**src/rtl/dphy_interleave_checker_fifo.sv**
```systemverilog
// dphy_interleave_checker_fifo: per-channel sync FIFO with flush; a pop frees a slot for a same-cycle push
module dphy_interleave_checker_fifo #(
   parameter int WIDTH = 32,
   parameter int DEPTH = 128
) (
   input  logic             clk_i,
   input  logic             rst_n_i,
   input  logic             flush_i,
   input  logic             push_i,
   input  logic             pop_i,
   input  logic [WIDTH-1:0] din_i,
   output logic [WIDTH-1:0] dout_o,
   output logic             full_o,
   output logic             empty_o
);
   localparam int AW = $clog2(DEPTH);
   logic [WIDTH-1:0] mem_q [DEPTH];
   logic [AW-1:0]    wr_q, rd_q;
   logic [AW:0]      cnt_q;
   logic             do_push, do_pop;
   assign empty_o = cnt_q == '0;
   assign full_o  = cnt_q == (AW+1)'(DEPTH);
   assign do_pop  = pop_i && !empty_o;
   assign do_push = push_i && (!full_o || do_pop);
   assign dout_o  = mem_q[rd_q];
   always_ff @(posedge clk_i) begin
      if (!rst_n_i || flush_i) begin
         wr_q  <= '0;
         rd_q  <= '0;
         cnt_q <= '0;
      end else begin
         if (do_push) wr_q <= wr_q + 1'b1;
         if (do_pop) rd_q <= rd_q + 1'b1;
         cnt_q <= cnt_q + (AW+1)'(do_push) - (AW+1)'(do_pop);
      end
   end
   always_ff @(posedge clk_i) begin
      if (do_push) mem_q[wr_q] <= din_i;
   end
endmodule

```
**config.mk**
```make
export PLATFORM = sky130hd
export DESIGN_NAME = dphy_interleave_checker_fifo
export DESIGN_NICKNAME = d
export VERILOG_FILES = /design/src/rtl/dphy_interleave_checker_fifo.sv
export SDC_FILE = /design/constraint.sdc
export NUM_CORES = 2
export LEC_CHECK = 0
export CORE_MARGIN = 10
export CORE_UTILIZATION = 60
export CTS_CLUSTER_SIZE = 14
export DETAILED_ROUTE_END_ITERATION = 8
export PLACE_DENSITY_LB_ADDON = 0.2
export SLEW_MARGIN = 25
export SYNTH_ARGS = -nofsm -noshare
export SYNTH_HDL_FRONTEND = slang
export SYNTH_SLANG_ARGS = --single-unit
export TNS_END_PERCENT = 5
```
**constraint.sdc**
```tcl
create_clock -name clk_i -period 11.7 [get_ports clk_i]
set_input_delay 3.51 -clock clk_i [delete_from_list [all_inputs] [get_ports clk_i]]
set_output_delay 3.51 -clock clk_i [all_outputs]
set_load 0.01 [all_outputs]
```
==> key figures <==
Synthesis
  • Synth Instances: 7431
  • Simple-gate share of the synthesized area: 1.91%
  • Ys async rst share: 0%
  • Top cells by area, synth: edfxtp_1 (78%), mux4_2 (9.6%), mux2i_1 (5.1%)
  • Largest area contributor in the netlist: edfxtp_1
  • Mux share of post-synthesis cell area: 14.9%
  • YS warnings: 0
  • Primary FF master, synth: edfxtp_1
  • XOR/XNOR share of the synthesized area: 0.0777%
  • Largest family of logic cells by synthesized area: multiplexers
  • Mapped Avg Cell Area: 21.2 µm²
  • Post-synthesis cell type count: 49
  • Compound-cell area share of the yosys netlist: 3.31%
  • Syn nets: 7482
  • Post-synth EDFFs: 4096
  • Seq/Total Area, Yosys: 78.3%
  • Adder and majority gate portion of the synthesized area: 0.116%
  • #FFs+latches synth: 4125
  • Cell Area, Synth: 158000 µm²
  • Area share of the largest cell type after synthesis: 78.0%

Drt
  • Post-route ant nets: 0
  • DR iter-0 viols: 10500
  • Routed vias: 78000
  • Routed WL: 396000 µm
  • Met1 wire length: 148000 µm
  • Met3 WL: 39800 µm
  • First-pass detailed-route iteration total: 8
  • Drt wl/cell: 34.2 µm
  • Wire length on met2: 189000 µm
  • DR DRC count: 0
  • Top sig layer: met5
  • Vias per cell: 6.73

Clock tree
  • CTS H-Tree Depth: 5
  • Root buf cell: clkbuf_16
  • CTS sink cnt: 4125
  • Post-CTS Setup Bufs: 0
  • CTS buffer count: 408
  • Clk buf depth: 4
  • Clock tree from TritonCTS: built
  • Clock Pin Slew Worst Setup and Hold Paths: 0.06 ns
  • Clk_lat worst skew: 0.92 ns
  • Post_cts resized: 0
  • Hold Buf Count CTS: 0

Outcome
  • Status: completed

Place
  • DP HPWL: 217000 µm
  • Gpl congestion: 0.838
  • Setup WS pre-CTS: 3.21 ns
  • Port Buffers: 70

Layout
  • Leading cell type in the layout, fill and taps excluded: edfxtp_1
  • Area of the multi-input gates: 33100 µm²
  • Area growth syn-to-layout: 12.1%
  • Fill count: 16200
  • Sequential cell area: 124000 µm²
  • Layout cells sized above 1: 21.2%
  • Nets@finish: 7777
  • Most frequent cells in the layout: edfxtp_1 (4096), mux2i_1 (802), mux4_2 (672)

Timing
  • Setup ws final: 2.38 ns
  • Max Fclk: 107 MHz
  • RSZ-0062 raised after global routing: no
  • Skew final: 0.0678 ns
  • Final hold vios: 0
  • Worst-Margin Slew: 1.11 ns
  • Final Setup Violations: 0
  • Final Cycle Share: 79.7%
  • Crit path time final: 9.32 ns
  • Max Slew Vio Count: 0
  • Setup TNS: 0 ns
  • Slew HR: 25.9%

Worst setup path
  • CP Max Fanout: 88
  • Worst Path Arrival: 5.81 ns
  • Reg-to-Reg Start: cnt_q[4]$_SDFF_PP0_
  • Critical path startpoint category: flop
  • Worst EP required: 8.19 ns
  • WS Path Type: reg2out
  • Crit. End Element: primary output

Global route
  • First-pass GRT wire length: 567000 µm
  • Total gr overflow: 0
  • Vias in the first global route: 77600
  • Largest net degree at the start of global routing: 152
  • Initial antenna violation count: 14
  • Gr usage total: 27.5%

Floorplan
  • DIE WIDTH: 533 µm
  • Initial Utilization: 60.2%
  • Die H: 533 µm
  • Site row count: 188
  • Die ar.: 284000 µm²
  • Core area: 262000 µm²
  • IO Count: 71

Job
  • Max Cap Viol: 0

Power and ir drop
  • Leak: 0.0520 µW
  • PD cells: 177 nW/µm²
  • Maximum VDD drop: 180 µV

Min path
  • Hold wc startpoint: rd_q[5]$_SDFFE_PP0N_
  • Worst min-delay path category: reg2reg
[state kept, by name, summed over array words and instances (netlist names), named ones only]
register,flops
wr_q,7
rd_q,7
mem_q,4096
cnt_q,8
[Yosys cell counts, types with 5 or more instances]
| cell type | count |
|---|---|
| a21oi_1 | 104 |
| a221oi_1 | 69 |
| a221oi_2 | 27 |
| a22o_1 | 32 |
| a22oi_1 | 384 |
| a31oi_1 | 32 |
| and4_1 | 31 |
| buf_1 | 39 |
| buf_2 | 152 |
| buf_4 | 20 |
| buf_6 | 24 |
| clkbuf_1 | 191 |
| dfxtp_1 | 29 |
| edfxtp_1 | 4096 |
| ha_1 | 13 |
| inv_1 | 13 |
| mux2_2 | 32 |
| mux2i_1 | 802 |
| mux4_2 | 672 |
| nand2_1 | 211 |
| nand3_1 | 138 |
| nand4_1 | 70 |
| nor2_1 | 154 |
| nor2b_1 | 7 |
| o211ai_1 | 32 |
| o21ai_0 | 5 |
| xnor2_1 | 7 |
| xor2_1 | 7 |
[power by group]
group	leakage (µW)	internal [µW]	switching (µW)	total (µW)
clock network	0.00625	7190	5410	12600
logic	0.00872	897	1420	2320
registers	0.0371	16300	29.5	16300
[worst max-delay path, cell delays in order, from the launching register on]
cell and delay [ns]:
dfxtp_4 1.05, buf_12 0.50, buf_4 0.81, mux4_2 0.42, a22oi_1 0.26, and4_1 0.42
nand4_1 0.53, clkdlybuf4s50_1 0.68
[cell type report]
type,count,area share [%]
antenna,12,0.0170
tap,3515,2.49
clock buffer,491,5.96
clock inverter,251,1.27
inverter,13,0.0276
multi-input combinational,2867,18.7
sequential,4125,69.9
timing repair buffer,311,1.60
[stage by stage]
step	util, %	power, µW	instances	area [µm²]	hold slack (ns)
final	67.5	31200	11600	177000	0.516
after global routing	67.5	32100	11600	177000	0.544
after CTS	67.4	31400	11600	177000	0.510
after detailed placement	62.5	18900	10800	164000	0.502
after global placement	62.5	18900	10800	164000	0.475
after floorplan	-	18000	7431	158000	0.459
[cell families (layout without fill, tap and decap cells)]
family                   after synthesis  count (layout)
flip-flops                          4125            4125
multiplexers                        1506            1506
AO/OA/AOI/OAI                        693             693
AND/OR/NAND/NOR                      640             640
buffers and inverters                439            1066
adder cells (fa/ha/maj)               14              14
XOR/XNOR                              14              14
other                                  0              12
[path summary, 6_finish.rpt]
| path | end | slack [ns] | cells after the start |
|---|---|---|---|
| worst max-delay path | dout_o[5] | 2.38 | 7 |
| worst min-delay path | rd_q[5]$_SDFFE_PP0N_ | 0.52 | 2 |
| worst max register to register | mem_q[104][16]$_DFFE_PP_ | 7.19 | 11 |
| worst min register to register | rd_q[5]$_SDFFE_PP0N_ | 0.52 | 2 |
[per-layer routing]
layer	vias up	track usage, %
li1	31800	-
met1	41100	38.4
met2	4388	43.2
met3	731	5.29
met4	6	11.7
met5	-	0
(Power assumes the default switching activity.)
